$ cat src/rtl/vga_pkg.sv
// Shared VGA timing definitions: vertical FSM states and default 640x480 timing
// for both axes, so the horizontal and vertical generators start from one source.
package vga_pkg;

    typedef enum logic [1:0] {
        ACTIVE = 2'd0,
        FRONT  = 2'd1,
        SYNC   = 2'd2,
        BACK   = 2'd3
    } vstate_t;

    // 640x480 @ 60 Hz, 25.175 MHz pixel clock
    localparam int DEF_H_ACTIVE = 640;
    localparam int DEF_H_FP     = 16;
    localparam int DEF_H_SYNC   = 96;
    localparam int DEF_H_BP     = 48;

    localparam int DEF_V_ACTIVE = 480;
    localparam int DEF_V_FP     = 10;
    localparam int DEF_V_SYNC   = 2;
    localparam int DEF_V_BP     = 33;

endpackage

$ cat src/rtl/vga_seg_counter.sv
// Loadable down-counter with a zero flag; tracks how many lines (or pixels)
// remain in the current timing segment.
module vga_seg_counter #(
    parameter int             W       = 10,
    parameter logic [W-1:0]   RST_VAL = '0
) (
    input  logic          clk,
    input  logic          reset_n,
    input  logic          load,
    input  logic [W-1:0]  load_val,
    input  logic          dec,
    output logic [W-1:0]  count,
    output logic          zero
);

    // NOTE: sequential state uses non-blocking assignments so every register
    // samples the pre-edge values of its neighbours.
    always_ff @(posedge clk or negedge reset_n) begin
        if (!reset_n) begin
            count <= RST_VAL;
        end else if (load) begin
            count <= load_val;
        end else if (dec) begin
            count <= count - 1'b1;
        end
    end

    assign zero = (count == '0);

endmodule

$ cat src/rtl/vga_vtiming_gen.sv
// Parametrised vertical timing generator: advances one line per line_tick and
// produces registered v_count, VS, vertical-active and frame/vblank strobes.
module vga_vtiming_gen
    import vga_pkg::*;
#(
    parameter int V_ACTIVE = DEF_V_ACTIVE,
    parameter int V_FP     = DEF_V_FP,
    parameter int V_SYNC   = DEF_V_SYNC,
    parameter int V_BP     = DEF_V_BP,
    parameter bit VS_POL   = 1'b0,
    parameter int CNT_W    = 10
) (
    input  logic             clk,
    input  logic             reset_n,
    input  logic             line_tick,
    input  logic             run,
    input  logic             resync,
    output logic [CNT_W-1:0] v_count,
    output logic             vga_vs,
    output logic             v_active,
    output logic             frame_start,
    output logic             vblank_start
);

    localparam int V_TOTAL = V_ACTIVE + V_FP + V_SYNC + V_BP;

    localparam logic [CNT_W-1:0] LAST_LINE   = CNT_W'(V_TOTAL - 1);
    localparam logic [CNT_W-1:0] VBLANK_LINE = CNT_W'(V_ACTIVE);

    generate
        if (V_ACTIVE < 1 || V_SYNC < 1 || V_FP < 0 || V_BP < 0 ||
            V_TOTAL > (1 << CNT_W)) begin : g_bad_params
            $error("vga_vtiming_gen: invalid timing parameters or CNT_W too small");
        end
    endgenerate

    // Reload value for a segment is its length minus one; zero-length porches
    // are never entered, so their wrapped value is irrelevant.
    function automatic logic [CNT_W-1:0] seg_len_m1(input vstate_t s);
        case (s)
            ACTIVE:  return CNT_W'(V_ACTIVE - 1);
            FRONT:   return CNT_W'(V_FP - 1);
            SYNC:    return CNT_W'(V_SYNC - 1);
            BACK:    return CNT_W'(V_BP - 1);
            default: return CNT_W'(V_ACTIVE - 1);
        endcase
    endfunction

    vstate_t          state;
    vstate_t          state_after;
    vstate_t          nxt_state;
    logic [CNT_W-1:0] nxt_count;
    logic [CNT_W-1:0] seg_cnt;
    logic             seg_zero;
    logic             resync_pend;
    logic             advance;
    logic             do_resync;
    logic             seg_load;
    logic             seg_dec;

    assign advance   = line_tick & run;
    assign do_resync = resync | resync_pend;

    // NOTE: every signal assigned in always_comb gets a default first, so no
    // path leaves it unassigned and no latch is inferred.
    always_comb begin
        state_after = ACTIVE;
        case (state)
            ACTIVE:  state_after = (V_FP > 0) ? FRONT : SYNC;
            FRONT:   state_after = SYNC;
            SYNC:    state_after = (V_BP > 0) ? BACK : ACTIVE;
            BACK:    state_after = ACTIVE;
            default: state_after = ACTIVE;
        endcase
    end

    always_comb begin
        nxt_state = state;
        nxt_count = v_count + 1'b1;
        if (do_resync) begin
            nxt_state = ACTIVE;
            nxt_count = '0;
        end else begin
            if (seg_zero) begin
                nxt_state = state_after;
            end
            if (v_count == LAST_LINE) begin
                nxt_count = '0;
            end
        end
    end

    assign seg_load = advance & (do_resync | seg_zero);
    assign seg_dec  = advance & ~seg_load;

    vga_seg_counter #(
        .W       (CNT_W),
        .RST_VAL (CNT_W'(V_ACTIVE - 1))
    ) u_seg_cnt (
        .clk      (clk),
        .reset_n  (reset_n),
        .load     (seg_load),
        .load_val (seg_len_m1(nxt_state)),
        .dec      (seg_dec),
        .count    (seg_cnt),
        .zero     (seg_zero)
    );

    // Outputs are computed from the next line so they change together with v_count.
    always_ff @(posedge clk or negedge reset_n) begin
        if (!reset_n) begin
            state        <= ACTIVE;
            v_count      <= '0;
            vga_vs       <= ~VS_POL;
            v_active     <= 1'b1;
            frame_start  <= 1'b0;
            vblank_start <= 1'b0;
            resync_pend  <= 1'b0;
        end else begin
            frame_start  <= 1'b0;
            vblank_start <= 1'b0;
            if (advance) begin
                state        <= nxt_state;
                v_count      <= nxt_count;
                vga_vs       <= (nxt_state == SYNC) ? VS_POL : ~VS_POL;
                v_active     <= (nxt_state == ACTIVE);
                frame_start  <= (nxt_count == '0);
                vblank_start <= (nxt_count == VBLANK_LINE);
                resync_pend  <= 1'b0;
            end else if (resync) begin
                resync_pend  <= 1'b1;
            end
        end
    end

endmodule

$ cat config.mk
export PLATFORM = sky130hd
export DESIGN_NAME = vga_vtiming_gen
export DESIGN_NICKNAME = d
export VERILOG_FILES = /design/src/rtl/vga_pkg.sv /design/src/rtl/vga_seg_counter.sv /design/src/rtl/vga_vtiming_gen.sv
export SDC_FILE = /design/constraint.sdc
export NUM_CORES = 1
export LEC_CHECK = 0
export CAP_MARGIN = 20
export CORE_MARGIN = 2
export CORE_UTILIZATION = 40
export CTS_BUF_LIST = sky130_fd_sc_hd__clkbuf_8
export CTS_CLUSTER_DIAMETER = 60
export DETAILED_ROUTE_END_ITERATION = 16
export PLACE_DENSITY = 0.6
export SLEW_MARGIN = 40
export SYNTH_ARGS = -nofsm -noshare
export SYNTH_HDL_FRONTEND = slang
export SYNTH_HIERARCHICAL = 1
export SYNTH_SLANG_ARGS = --single-unit
$ cat constraint.sdc
create_clock -name clk -period 5.8 [get_ports clk]
set_clock_uncertainty 0.1 [all_clocks]
set_input_delay 0.58 -clock clk [delete_from_list [all_inputs] [get_ports clk]]
set_output_delay 0.58 -clock clk [all_outputs]
set_load 0.1 [all_outputs]
==> results of run 1 <==
==> registers in the layout (all words and copies together), names as in the netlist <==
register	cells
frame_start	1
resync_pend	1
state	2
u_seg_cnt/count	10
v_active	1
v_count	10
vblank_start	1
vga_vs	1
==> synthesized netlist by cell type, types with 2 or more instances <==
cell type   n
nand2_1    21
o21ai_0    18
dfrtp_1    17
nor2_1     15
dfstp_2    10
inv_1       9
nor3_1      9
a31oi_1     7
or4_1       6
clkbuf_1    5
ha_1        5
nand3_1     5
o21a_1      5
o31ai_1     4
or3_1       4
a22o_1      3
and2_1      3
o211ai_1    3
a21o_1      2
a31o_2      2
buf_6       2
mux2_2      2
nand3_2     2
nand4_1     2
o22ai_1     2
or2_0       2
or4_4       2
xnor2_1     2
xor2_1      2
==> stage by stage <==
| step | utilization, % | cells | total power, uW | cell area (sq um) |
|---|---|---|---|---|
| floorplan | - | 190 | 272 | 1710 |
| global placement | 46.7 | 249 | 292 | 1890 |
| detailed placement | 45.0 | 249 | 291 | 1820 |
| CTS | 46.1 | 253 | 404 | 1870 |
| global route | 46.1 | 253 | 420 | 1870 |
| finish | 46.1 | 253 | 398 | 1870 |
==> final timing paths <==
path / from / end / slack [ps]
min in group asynchronous: reset_n / u_seg_cnt/count[9] / 570
max reg2reg: u_seg_cnt/count[0] / u_seg_cnt/count[5] / 2890
min reg2reg: vga_vs / vga_vs / 360
min: vga_vs / vga_vs / 360
max: run / u_seg_cnt/count[5] / 2750
max in group asynchronous: reset_n / u_seg_cnt/count[3] / 4730
==> final cells by class <==
cell class                 instances  area share, %
multi-input combinational        144           49.3
clock buffer                       3           2.21
inverter                           9           1.81
clock inverter                     1          0.268
sequential                        27           36.8
timing repair buffer              19           6.29
tap                               50           3.34
==> critical path, cell delays in order <==
cell	delay, ps
clkdlybuf4s50_1	470
nand2_1	300
nor3_1	550
or4b_1	620
or4_1	450
a31oi_1	180
==> power by group <==
part	switching, uW	internal (uW)	total [uW]
clock network	62.5	48.2	111
logic	47.3	20.6	67.8
registers	12.2	207	219
==> logic make-up (layout without fill, tap and decap cells) <==
kind of cell / Yosys count / in the layout
other: 1 / 1
DFF: 27 / 27
buffers and inverters: 19 / 32
adders and majority gates: 5 / 5
xor gates and xnor gates: 4 / 4
muxes: 3 / 3
and+or+nand+nor: 81 / 81
AOI/OAI and AO/OA: 50 / 50
==> layer usage <==
metal	vias up	routed length, um
li1	714	-
met1	701	1760
met2	24	1920
met3	4	114
met4	0	23
met5	-	0
==> reports/metrics.yaml, run 1 <==
status: "finished, final reports clean"
drive_above_1_share_pct: 21.7
synth_edf_count: 0
hold_ws_ps: 363
timing.final.hold_violations: 0
ant_nets: 0
drc_errors: 0
fillers: 405
area_growth_pct: 9.28
worstPathRequired_ps: 5900
via_per_inst: 5.70
tns_ps: 0
yosys-mux-area-fraction_pct: 1.90
worst_pin_slew_ps: 669
fin_crit_sh_pct: 52.7
diodes: 0
antenna_found_initial: 0
top_usage_layer: "met2"
synth_top_family_by_area: "simple AND/OR/NAND/NOR gates"
grt_util_met1_pct: 20.7
grt_pass1_wl_um: 6600
power_leakage_uw: 0.000756
first_pass_iters: 4
final_max_slew_viol_count: 0
cts_tree: "yes"
nets: 214
reg2reg_depth: 8
final_cell_mix: "nand2_1, o21ai_0, dfrtp_1"
synth_compound_area_share_pct: 19.7
multi_input_area_sq_um: 922
setup_viol: 0
synthAdderAreaFrac_pct: 3.65
path_class: "in2reg"
powerDensity_mw_per_mm2: 213
fmax_ghz: 0.327
seq_area_sq_um: 688
synth_area_per_cell_sq_um: 9.01
synth_top_area_share_pct: 24.9
row_count: 23
yosys.area_share.simple_pct: 26.3
cts-root-buf: "clkbuf_8"
timing.final.crit_period_ps: 3050
grt_overflow: 0
fin_ws_ps: 2750
path_max_fanout: 17
final_common_cell: "nand2_1"
dp_slack_ps: 2460
vdd_ir_drop_max_v: 0.000146
async_reset_ff_share_pct: 100
io_pins: 19
drt_iter0_markers: 123
synth-xor-area-share_pct: 2.05
yosysTopAreaCell: "dfrtp_1"
relSlewSlack_pct: 55.2
cp-end-kind: "register"
grt_max_degree: 28
cts-resized-gates: 0
cap_violations: 0
clk_path_buf_depth: 2
wl_per_cell_um: 15.1
clock_sinks: 27
grt_use_met3_pct: 3.34
post-dp-hpwl_um: 2740
holdPathStages: 2
grt_util_met2_pct: 28.7
ys_seq_area_share_pct: 40.2
grtUsageTotal_pct: 16.5
synth_fp_nets: 200
postCtsSetupRepairBufs: 0
core-area_sq_mm: 0.00406
start_kind: "input pin"
ys_warn_count: 6
die_h_um: 69.4
synth_cell_types: 48
cp_data_arrival_time_ps: 3160
clk_latency_ps: 270
syn_inst: 190
rsz0062_at_grt: "false"
synth_ff_type: "dfrtp_1"
dieWidth_um: 69.4
ys_seq_elements: 27
drt_wl_total_um: 3820
ys_top_cells_by_area: "dfrtp_1, dfstp_2, o21ai_0"
min_path_type: "reg2reg"
htree_levels: 1
dr_total_vias: 1443
grt_pass1_vias: 1411
numPortBuffers: 18
place.gp.congestion: 0.860
start_util_pct: 42.2
netlist_area_sq_mm: 0.00171
ctsHoldBuffers: 0
cts_buffers: 3
cts.clk_slew.worst_paths_ps: 100
dieArea_sq_mm: 0.00482
Power figures use the tool's default switching activity.
==> run 2: changes to the inputs <==
--- a/config.mk
+++ b/config.mk
@@ -11,7 +11,7 @@
 export CTS_BUF_LIST = sky130_fd_sc_hd__clkbuf_8
 export CTS_CLUSTER_DIAMETER = 60
 export DETAILED_ROUTE_END_ITERATION = 16
-export PLACE_DENSITY = 0.6
+export PLACE_DENSITY = 0.62
 export SLEW_MARGIN = 40
 export SYNTH_ARGS = -nofsm -noshare
 export SYNTH_HDL_FRONTEND = slang
==> constraint.sdc (replaced) <==
create_clock -name clk -period 2.5 [get_ports clk]
set_clock_uncertainty 0.1 [all_clocks]
set_input_delay 0.25 -clock clk [delete_from_list [all_inputs] [get_ports clk]]
set_output_delay 0.25 -clock clk [all_outputs]
set_load 0.1 [all_outputs]
==> run 2 against run 1 <==
Sequential cell count unchanged. Critical path type is now reg2reg. Largest power group unchanged. Design area is 7.2% higher. Largest cell class unchanged. Clock-buffer cell count unchanged.
==> reports/metrics.yaml, run 2 (synthesis results as in run 1) <==
m1WireLength_um: 1650
area_growth_pct: 17.1
wl_per_cell_um: 15.1
grt_overflow: 0
clock_sinks: 27
clk_path_buf_depth: 2
start_util_pct: 42.2
endpoint: "v_active"
final_cell_mix: "buf_4, nand2_1, o21ai_0"
timing.final.crit_period_ps: 2370
path_class: "reg2reg"
highest_layer: "met4"
grtUsageTotal_pct: 16.9
path_max_fanout: 7
cts-root-buf: "clkbuf_8"
power_leakage_uw: 0.000798
htree_levels: 1
row_count: 23
relSlewSlack_pct: 67.5
hold_ws_ps: 235
postCtsSetupRepairBufs: 0
status: "finished, final reports clean"
dr_total_vias: 1523
post-dp-hpwl_um: 2910
reg2reg_slack_ps: 130
worstPathRequired_ps: 2620
multi_input_area_sq_um: 941
nets: 224
setup_viol: 0
grt_pass1_vias: 1498
cp-startpoint: "u_seg_cnt/count[3]"
die_h_um: 69.4
top_regs: "u_seg_cnt/count (10), v_count (10), state (2)"
fin_crit_sh_pct: 94.7
antenna_found_initial: 0
wl_met2_um: 2100
via_per_inst: 5.79
r2r-end: "v_active"
fillers: 383
final_common_cell: "buf_4"
clk_latency_ps: 280
drt_wl_total_um: 3980
ctsHoldBuffers: 0
fmax_ghz: 0.422
seq_area_sq_um: 691
ant_nets: 0
min_path_type: "in2async"
drc_errors: 0
place.gp.congestion: 0.875
cts.clk_slew.worst_paths_ps: 100
tns_ps: 0
wl_met3_um: 176
cap_violations: 0
drive_above_1_share_pct: 28.2
cts_buffers: 3
timing.final.hold_violations: 0
reg2reg_depth: 6
cp-end-kind: "register"
dp_slack_ps: 107
start_kind: "register"
powerDensity_mw_per_mm2: 471
rsz0062_at_grt: "false"
vdd_ir_drop_max_v: 0.000338
cp_data_arrival_time_ps: 2490
worst_pin_slew_ps: 480
drt_iter0_markers: 57
io_pins: 19
fin_ws_ps: 132
diodes: 0
grt_max_degree: 28
cts_tree: "yes"
dieArea_sq_mm: 0.00482
grt_pass1_wl_um: 6660
first_pass_iters: 4
final_max_slew_viol_count: 0
rr_startpoint: "u_seg_cnt/count[3]"
dieWidth_um: 69.4
numPortBuffers: 18
core-area_sq_mm: 0.00406
## run 2: cell type report
type | instances | share of cell area [%]
Tap cell | 50 | 3.12
Clock inverter | 1 | 0.375
Multi-Input combinational cell | 144 | 46.9
Sequential cell | 27 | 34.5
Timing Repair Buffer | 29 | 11.4
Clock buffer | 3 | 2.06
Inverter | 9 | 1.69
## run 2: report_power, final
part | internal (uW) | switching, uW
registers | 481 | 28.8
logic | 57.9 | 114
clock network | 113 | 150
## run 2: worst min-delay path by stage
stage               startpoint           to  slack [ps]  depth (start not counted)
global route           reset_n  resync_pend         280                          2
global placement        vga_vs       vga_vs         340                          2
detailed placement      vga_vs       vga_vs         360                          2
CTS                    reset_n  resync_pend         240                          2
floorplan              reset_n  frame_start        -150                          0
finish                 reset_n   v_count[9]         230                          2
## run 2: stage by stage
| step | util (%) | power, uW | cells | instance area [sq um] |
|---|---|---|---|---|
| floorplan | - | 633 | 190 | 1720 |
| global placement | 48.0 | 683 | 259 | 1950 |
| detailed placement | 48.0 | 690 | 259 | 1950 |
| CTS | 49.2 | 957 | 263 | 2000 |
| global route | 49.4 | 989 | 263 | 2000 |
| finish | 49.4 | 945 | 263 | 2000 |
## run 2: routing by layer
metal / vias to the layer above / track usage [%]
met1: 727 / 18.9
met4: 0 / 4.58
met5: - / 0
li1: 740 / -
met2: 50 / 31.9
met3: 6 / 3.78
## run 2: critical path, cell delays in order, from the launching register on
cell	delay [ps]
dfstp_2	410
or3_1	420
nor3_2	370
nor2_1	110
or3_1	340
and2_1	260
mux2_2	290
## run 2: timing repair
item / CTS / global route
setup endpoints to repair: 0 / 7
hold endpoints to repair: 0 / 0
gates resized for setup: 0 / 2
==> run 3: changes to the inputs <==
--- a/config.mk
+++ b/config.mk
@@ -5,13 +5,12 @@
 export SDC_FILE = /design/constraint.sdc
 export NUM_CORES = 1
 export LEC_CHECK = 0
-export CAP_MARGIN = 20
 export CORE_MARGIN = 2
 export CORE_UTILIZATION = 40
 export CTS_BUF_LIST = sky130_fd_sc_hd__clkbuf_8
 export CTS_CLUSTER_DIAMETER = 60
 export DETAILED_ROUTE_END_ITERATION = 16
-export PLACE_DENSITY = 0.62
+export PLACE_DENSITY = 0.6
 export SLEW_MARGIN = 40
 export SYNTH_ARGS = -nofsm -noshare
 export SYNTH_HDL_FRONTEND = slang
==> constraint.sdc (replaced) <==
create_clock -name clk -period 2.38 [get_ports clk]
set_clock_uncertainty 0.1 [all_clocks]
set_input_delay 0.238 -clock clk [delete_from_list [all_inputs] [get_ports clk]]
set_output_delay 0.238 -clock clk [all_outputs]
set_load 0.1 [all_outputs]
==> run 3 against run 2 <==
Via count up 0.66%. Global-route usage up 1.8 points. Non-clock buffer count up 6. Sequential share of layout area down 1.4 points. Final cell count up 2.3%. Sequential power up 4.3%. Largest cell class unchanged. Largest power group unchanged.
==> reports/metrics.yaml, run 3 (synthesis results as in run 1) <==
place.gp.congestion: 0.846
cap_violations: 0
reg2reg_slack_ps: 90
worst_pin_slew_ps: 498
htree_levels: 1
final_cell_mix: "buf_4, nand2_1, o21ai_0"
drive_above_1_share_pct: 34.7
multi_input_area_sq_um: 986
crit_path_cell_trace: "inv_2, ha_4, nand2_4, nor3_4, nor3_4, or4b_4, or4_4, a31oi_1"
cts_tree: "yes"
vdd_ir_drop_max_v: 0.000294
clk_path_buf_depth: 2
powerDensity_mw_per_mm2: 488
critPathSlowestCell: "dfstp_2"
core-area_sq_mm: 0.00406
grt_pass1_vias: 1579
cp_common_cell: "nor3_4"
power_leakage_uw: 0.000857
fin_ws_ps: 92.2
fmax_ghz: 0.437
min_path_type: "in2async"
fin_crit_sh_pct: 96.1
dp_slack_ps: -26.0
top_regs: "u_seg_cnt/count (10), v_count (10), state (2)"
clock_sinks: 27
first_pass_iters: 5
rsz0062_at_grt: "true"
dieWidth_um: 69.4
die_h_um: 69.4
numPortBuffers: 18
grt_overflow: 0
timing.final.crit_period_ps: 2290
drc_errors: 0
cts_buffers: 3
wl_per_cell_um: 16.3
grtUsageTotal_pct: 18.8
relSlewSlack_pct: 66.4
row_count: 23
placed_area_sq_mm: 0.00200
timing.final.hold_violations: 0
status: "finished, final reports clean"
io_pins: 19
nets: 230
cp-end-kind: "register"
cp_data_arrival_time_ps: 2390
post-dp-hpwl_um: 3240
start_util_pct: 42.2
cts.clk_slew.worst_paths_ps: 100
cts-root-buf: "clkbuf_8"
grt_pass1_wl_um: 7300
worstPathRequired_ps: 2490
cpPeakStageDelay_ps: 570
clk_latency_ps: 280
via_per_inst: 5.70
fillers: 396
ant_nets: 0
dieArea_sq_mm: 0.00482
path_max_fanout: 5
tns_ps: 0
area_growth_pct: 22.5
seq_area_sq_um: 693
drt_wl_total_um: 4380
setup_viol: 0
cp_top_family: "simple AND/OR/NAND/NOR gates"
path_class: "reg2reg"
final_max_slew_viol_count: 0
diodes: 0
final_area_sq_mm: 0.00210
drt_iter0_markers: 96
antenna_found_initial: 0
grt_max_degree: 28
dr_total_vias: 1533
final_common_cell: "buf_4"
start_kind: "register"
worst-path-buf-inv: 1
[run 3: changes by cell type in the layout (fill, tap and decap cells not counted), moves of 2 or more]
cell	delta
inv_1	-2
inv_2	+2
dfrtp_2	+2
dfrtp_1	-2
nor3_2	-2
buf_4	+6
nor3_4	+2
[run 3: power breakdown]
group / total (uW) / switching (uW) / internal, uW
sequential: 532 / 27.4 / 505
clock: 275 / 156 / 119
combinational: 216 / 136 / 79.8
[run 3: path summary, 6_finish.rpt]
path	start	endpoint	cells after the start
worst max-delay path	u_seg_cnt/count[0]	u_seg_cnt/count[5]	8
worst min-delay path	reset_n	v_count[9]	2
worst max register to register	u_seg_cnt/count[0]	u_seg_cnt/count[5]	8
worst min register to register	vga_vs	vga_vs	2
max in group asynchronous	reset_n	u_seg_cnt/count[8]	2
min in group clk	vga_vs	vga_vs	2
[run 3: routing by layer]
metal / track usage [%] / share of wire (%)
met2: 33.7 / 52
met5: 0 / 0
met3: 3.34 / 2.9
met1: 21.9 / 44
met4: 7.63 / 1.1
[run 3: what timing repair did]
action,in CTS,in global routing
hold buffers,0,0
buffers inserted,0,1
gates cloned,0,0
endpoints found under the setup margin,2,10
pin swaps,0,3
gates resized for setup,1,9
[run 3: area by class of cell]
type,count,area share [%]
multi-input combinational,144,47.0
sequential,27,33.1
timing repair buffer,35,13.0
inverter,9,1.61
clock inverter,1,0.358
clock buffer,3,1.97
tap,50,2.98
[run 3: stage by stage]
stage | cells | hold WS (ps) | utilization (%) | total power [uW]
after global placement | 264 | 346 | 49.4 | 732
after floorplan | 190 | -158 | - | 668
final | 269 | 223 | 51.7 | 1020
after global routing | 269 | 263 | 51.7 | 1080
after detailed placement | 264 | 349 | 49.4 | 739
after CTS | 268 | 232 | 50.7 | 1020
